## src/rtl/adc_ch_avg.sv

```systemverilog
// Per-channel oversampling averager: edge-detected EOC capture, then 2^osr accumulate/publish per channel.
// Optional out-of-window flags are built when ADC_AVG_WINDOW_EN is defined.
module adc_ch_avg #(
  parameter int DW    = 12,
  parameter int OSR_W = 3
) (
  input  logic             clk,
  input  logic             rst_n,
  input  logic             en,
  input  logic             eoc,
  input  logic [DW-1:0]    adc_data,
  input  logic [2:0]       ch,
  input  logic [OSR_W-1:0] osr,
  input  logic             clr,
  input  logic [2:0]       rd_ch,
  output logic [DW-1:0]    rd_data,
  output logic [7:0]       done,
  input  logic [7:0]       ack,
  output logic             irq
`ifdef ADC_AVG_WINDOW_EN
  ,
  input  logic [DW-1:0]    win_lo,
  input  logic [DW-1:0]    win_hi,
  output logic [7:0]       win_out
`endif
);

  localparam int AW = DW + 4;

  logic             eoc_q;
  logic             cap_v_q;
  logic [2:0]       cap_ch_q;
  logic [DW-1:0]    cap_data_q;
  logic [2:0]       osr_eff_q, osr_eff_d;
  logic             osr_chg_q;
  logic [AW-1:0]    acc_q [8];
  logic [3:0]       cnt_q [8];
  logic [DW-1:0]    avg_q [8];
  logic [7:0]       done_q, done_d;
  logic             irq_q, irq_d;

  logic             smp_evt;
  logic [AW-1:0]    sum;
  logic [4:0]       win_len;
  logic [3:0]       cnt_max;
  logic             last;
  logic             upd;
  logic             pub;
  logic [DW-1:0]    avg_new;
  logic [7:0]       set_vec;

  assign smp_evt   = en & eoc & ~eoc_q;
  assign osr_eff_d = (int'(osr) > 4) ? 3'd4 : osr[2:0];

  always_comb begin
    sum     = acc_q[cap_ch_q] + AW'(cap_data_q);
    win_len = 5'd1 << osr_eff_q;
    cnt_max = 4'(win_len - 5'd1);
    last    = (cnt_q[cap_ch_q] == cnt_max);
    // The first cycle after an osr change flushes windows, so its update is dropped.
    upd     = cap_v_q & ~osr_chg_q;
    pub     = upd & last;
    avg_new = DW'(sum >> osr_eff_q);
    set_vec = pub ? (8'd1 << cap_ch_q) : 8'd0;
  end

  always_ff @(posedge clk or negedge rst_n) begin
    if (!rst_n) begin
      eoc_q      <= 1'b0;
      cap_v_q    <= 1'b0;
      cap_ch_q   <= '0;
      cap_data_q <= '0;
      osr_eff_q  <= '0;
      osr_chg_q  <= 1'b0;
    end else begin
      eoc_q     <= eoc;
      cap_v_q   <= smp_evt & ~clr;
      osr_eff_q <= osr_eff_d;
      osr_chg_q <= (osr_eff_d != osr_eff_q);
      if (smp_evt) begin
        cap_ch_q   <= ch;
        cap_data_q <= adc_data;
      end
    end
  end

  always_ff @(posedge clk or negedge rst_n) begin
    if (!rst_n) begin
      for (int i = 0; i < 8; i++) begin
        acc_q[i] <= '0;
        cnt_q[i] <= '0;
      end
    end else if (clr || osr_chg_q) begin
      for (int i = 0; i < 8; i++) begin
        acc_q[i] <= '0;
        cnt_q[i] <= '0;
      end
    end else if (upd) begin
      if (last) begin
        acc_q[cap_ch_q] <= '0;
        cnt_q[cap_ch_q] <= '0;
      end else begin
        acc_q[cap_ch_q] <= sum;
        cnt_q[cap_ch_q] <= cnt_q[cap_ch_q] + 4'd1;
      end
    end
  end

  always_ff @(posedge clk or negedge rst_n) begin
    if (!rst_n) begin
      for (int i = 0; i < 8; i++) avg_q[i] <= '0;
    end else if (clr) begin
      for (int i = 0; i < 8; i++) avg_q[i] <= '0;
    end else if (pub) begin
      avg_q[cap_ch_q] <= avg_new;
    end
  end

`ifdef ADC_AVG_WINDOW_EN
  logic [7:0] win_q, win_d;
  logic [7:0] win_set;
  logic       win_hit;

  always_comb begin
    win_hit = (avg_new < win_lo) | (avg_new > win_hi);
    win_set = win_hit ? set_vec : 8'd0;
    win_d   = clr ? 8'd0 : ((win_q & ~ack) | win_set);
  end

  always_ff @(posedge clk or negedge rst_n) begin
    if (!rst_n) win_q <= '0;
    else        win_q <= win_d;
  end

  assign win_out = win_q;
  assign irq_d   = ~clr & (pub | (|win_set));
`else
  assign irq_d   = ~clr & pub;
`endif

  // Set beats a simultaneous write-one-to-clear.
  assign done_d = clr ? 8'd0 : ((done_q & ~ack) | set_vec);

  always_ff @(posedge clk or negedge rst_n) begin
    if (!rst_n) begin
      done_q <= '0;
      irq_q  <= 1'b0;
    end else begin
      done_q <= done_d;
      irq_q  <= irq_d;
    end
  end

  assign rd_data = avg_q[rd_ch];
  assign done    = done_q;
  assign irq     = irq_q;

endmodule

```

## config.mk

```make
export PLATFORM = sky130hd
export DESIGN_NAME = adc_ch_avg
export DESIGN_NICKNAME = d
export VERILOG_FILES = /design/src/rtl/adc_ch_avg.sv
export SDC_FILE = /design/constraint.sdc
export NUM_CORES = 1
export LEC_CHECK = 0
export ABC_AREA = 1
export CAP_MARGIN = 20
export CORE_MARGIN = 1
export CORE_UTILIZATION = 55
export DETAILED_ROUTE_END_ITERATION = 8
export GPL_TIMING_DRIVEN = 0
export HOLD_SLACK_MARGIN = 0.12
export PLACE_DENSITY = 0.73
export SLEW_MARGIN = 20
export SYNTH_ARGS = -nofsm -noshare
export SYNTH_HDL_FRONTEND = slang
export SYNTH_SLANG_ARGS = --single-unit
```

## constraint.sdc

```tcl
create_clock -name clk -period 4.8 [get_ports clk]
set_input_delay 0.72 -clock clk [delete_from_list [all_inputs] [get_ports clk]]
set_output_delay 0.72 -clock clk [all_outputs]
set_load 0.03 [all_outputs]
```

==> impl_metrics.py <==
metrics = {
    "pwr": {
        "powerDensity_nw_per_um2": 357,
        "p_leak_nw": 9.19,
        "finalPower_mw": 6.77,
        "peakVddDrop_mv": 0.262,
    },
    "die": {
        "core_area_um2": 29600,
        "num_rows": 63,
        "start_util_pct": 55.8,
        "dieArea_um2": 30800,
        "die_w_um": 175,
        "fp.dieH_um": 175,
        "top_level_ports": 55,
    },
    "drt": {
        "drtIter0Drc": 2516,
        "remaining_drc_errors": 0,
        "viasPerCell": 5.99,
        "dr.pass1.iters": 8,
        "antenna_left": 0,
        "drt_wl_total_um": 58800,
        "wl_per_cell_um": 20.3,
        "via_count": 17400,
    },
    "placement": {
        "dp_cells": 2839,
        "globalplace.congestion": 1.01,
        "dp_hpwl_um": 42900,
        "port_buffers": 54,
    },
    "min_path": {
        "min_path_cells": 2,
        "hold_class": "reg2reg",
        "min_to": "avg_q[75]",
        "hp-start": "avg_q[75]",
    },
    "global_route": {
        "grt_use_met2_pct": 57.5,
        "grt_pass1_vias": 16000,
        "grtUsageMet1_pct": 53.6,
        "grt_overflow": 0,
        "grtUsageMet3_pct": 8.33,
        "antenna_found_initial": 0,
        "top_usage_layer": "met2",
        "grt_pass1_wl_um": 90800,
        "grt_max_degree": 88,
        "grt.total_usage_pct": 38.7,
    },
    "clock_tree": {
        "insertion_delay_ns": 0.54,
        "cts_buffers": 35,
        "h-tree-depth": 2,
        "clkSlewWorstSetupHoldPaths_ns": 0.06,
        "clk_path_buf_depth": 3,
        "cts_sinks": 286,
        "cts_tree": "yes",
        "clock-root-buffer": "clkbuf_16",
    },
    "synthesis": {
        "ys.flop_type": "dfrtp_1",
        "synth_seq_cells": 286,
        "syn_inst": 2392,
        "synth_cell_types": 40,
        "ys_top_cells_by_area": "dfrtp_1 43%, nand2_1 19%, o21ai_0 7.5%",
        "synth.net_count": 2441,
        "yosysTopAreaCellShare_pct": 43.3,
        "ys_seq_area_share_pct": 43.3,
        "yosys_warnings": 0,
        "yosys.area.top_type": "dfrtp_1",
        "synth_edf_count": 0,
        "syn-cell-area_um2": 16500,
        "async_flop_share_pct": 100,
        "syn_avg_cell_area_um2": 6.91,
    },
    "critical_path": {
        "r2r_end": "avg_q[65]",
        "cp.arrival_ns": 5.09,
        "reg2reg_slack_ns": 0.13,
        "required_ns": 5.22,
        "reg2reg_from": "cap_ch_q[1]",
        "worst_r2r_path_depth": 20,
        "critical_path_class": "reg2reg",
        "path_max_fanout": 10,
        "cp-end-kind": "register",
        "start_kind": "register",
    },
    "sta": {
        "slew_violations": 0,
        "tightest_slew_ns": 1.08,
        "setup_viol": 0,
        "fin_crit_ns": 4.67,
        "clock_skew_ns": 0.0145,
        "rsz0062_at_grt": "yes",
        "relSlewSlack_pct": 27.2,
        "max_freq_ghz": 0.214,
        "final_hold_viol_count": 0,
        "period_share_pct": 97.3,
        "fin_setup_tns_ns": 0,
    },
    "run_status": {
        "status": "finished clean",
    },
    "layout": {
        "antenna_cells": 0,
        "final_cell_mix": "835 x nand2_1, 291 x nor2_1, 285 x dfrtp_1, 245 x o21ai_0, 198 x nand3_1",
        "drive_gt1_share_pct": 7.44,
        "area_delta_synth_final_pct": 14.6,
        "final_nets": 2536,
        "final_cells": 2903,
        "final_common_cell": "nand2_1",
        "fillCellCount": 2736,
    },
    "job": {
        "cap_violations": 0,
    },
}
power by group:
part | internal [mW] | switching (mW) | total [mW]
Sequential | 2.45 | 0.0286 | 2.48
Clock | 1.65 | 1.08 | 2.73
Combinational | 0.367 | 1.20 | 1.56
metal layers:
metal	share of wire [%]	up-vias
met4	4.8	0
met2	43	966
met1	41	8300
met3	11	184
met5	0	-
li1	-	7929
cells in the mapped netlist (2+ instances only):
master / n
a21oi_1: 40
a221oi_1: 10
a22oi_1: 9
a31oi_1: 13
a32oi_1: 3
buf_1: 10
buf_2: 35
buf_4: 16
buf_6: 3
clkbuf_1: 66
clkinv_1: 8
dfrtp_1: 286
ha_1: 14
inv_1: 152
inv_2: 3
mux2_2: 12
nand2_1: 846
nand2_2: 10
nand3_1: 202
nand3_2: 3
nand3b_1: 3
nand4_1: 31
nor2_1: 291
nor2_4: 4
nor3_1: 16
o2111ai_1: 9
o211ai_1: 2
o21ai_0: 249
o21ai_1: 9
o21ai_2: 3
o21bai_1: 2
o22ai_1: 18
or2_2: 4
xnor2_1: 2
xor2_1: 3
stage by stage:
stage,util [%],area (um2),setup slack (ns),hold WS [ns]
after floorplan,-,16500,1.17,0.424
after detailed placement,59.6,17700,-0.720,0.454
final,63.9,18900,0.130,0.471
after CTS,63.7,18900,0.0111,0.468
after global routing,63.9,18900,-0.0102,0.496
after global placement,59.3,17600,-9.72,0.448
worst max-delay path by stage:
stage,slack [ns],depth (start not counted),endpoint,startpoint
4_1_cts,0.01,19,avg_q[42],cap_ch_q[1]
3_5_place_dp,-0.72,20,avg_q[28],cap_ch_q[1]
2_1_floorplan,1.17,20,avg_q[12],cap_ch_q[0]
3_3_place_gp,-9.72,1,cap_data_q[8],rst_n
5_1_grt,-0.01,24,avg_q[17],cap_ch_q[1]
6_report,0.13,20,avg_q[65],cap_ch_q[1]
state kept, by name (all words and copies together), names as in the netlist:
name / flops
osr_chg_q: 1
avg_q: 96
cap_v_q: 1
irq: 1
acc_q: 128
cnt_q: 32
osr_eff_q: 3
cap_data_q: 12
done: 8
cap_ch_q: 3
eoc_q: 1
cell families after synthesis:
group                      share of synthesized area (%)
xor gates and xnor gates                           0.265
DFF                                                 43.3
AOI/OAI and AO/OA                                   12.3
and+or+nand+nor                                     34.8
muxes                                              0.817
adders and majority gates                           1.18
buffers and inverters                               7.42
repair_timing:
item / in CTS / in global routing
hold endpoints to repair: 41 / 0
gates cloned: 0 / 0
resized for setup: 21 / 24
hold buffers: 1 / 0
endpoints found under the setup margin: 136 / 112
pin swaps: 1 / 0
buffers inserted: 1 / 0
final cells by class:
| cell class | count | area (um2) | share of cell area [%] |
|---|---|---|---|
| Multi-Input combinational cell | 1813 | 8240 | 43.5 |
| Sequential cell | 286 | 7160 | 37.8 |
| Clock buffer | 51 | 1030 | 5.43 |
| Timing Repair Buffer | 59 | 646 | 3.41 |
| Buffer | 129 | 634 | 3.35 |
| Inverter | 163 | 616 | 3.25 |
| Tap cell | 390 | 488 | 2.58 |
| Clock inverter | 12 | 138 | 0.727 |
critical path: stages, from the launching register on:
cell	delay, ns
dfrtp_2	0.49
inv_2	0.26
nand2_4	0.18
inv_1	0.11
buf_2	0.31
clkbuf_4	0.33
a221oi_1	0.14
o21ai_0	0.51
ha_1	0.39
nand2_1	0.11
nor2_1	0.06
nor2_1	0.13
nand4_1	0.29
nand2_2	0.34
nand2_1	0.11
nand3_1	0.13
nand2_1	0.06
nand2_1	0.05
nand2_1	0.30
nand2_1	0.15
nand2_1	0.07
No activity file was read; power rests on OpenSTA's default activity.
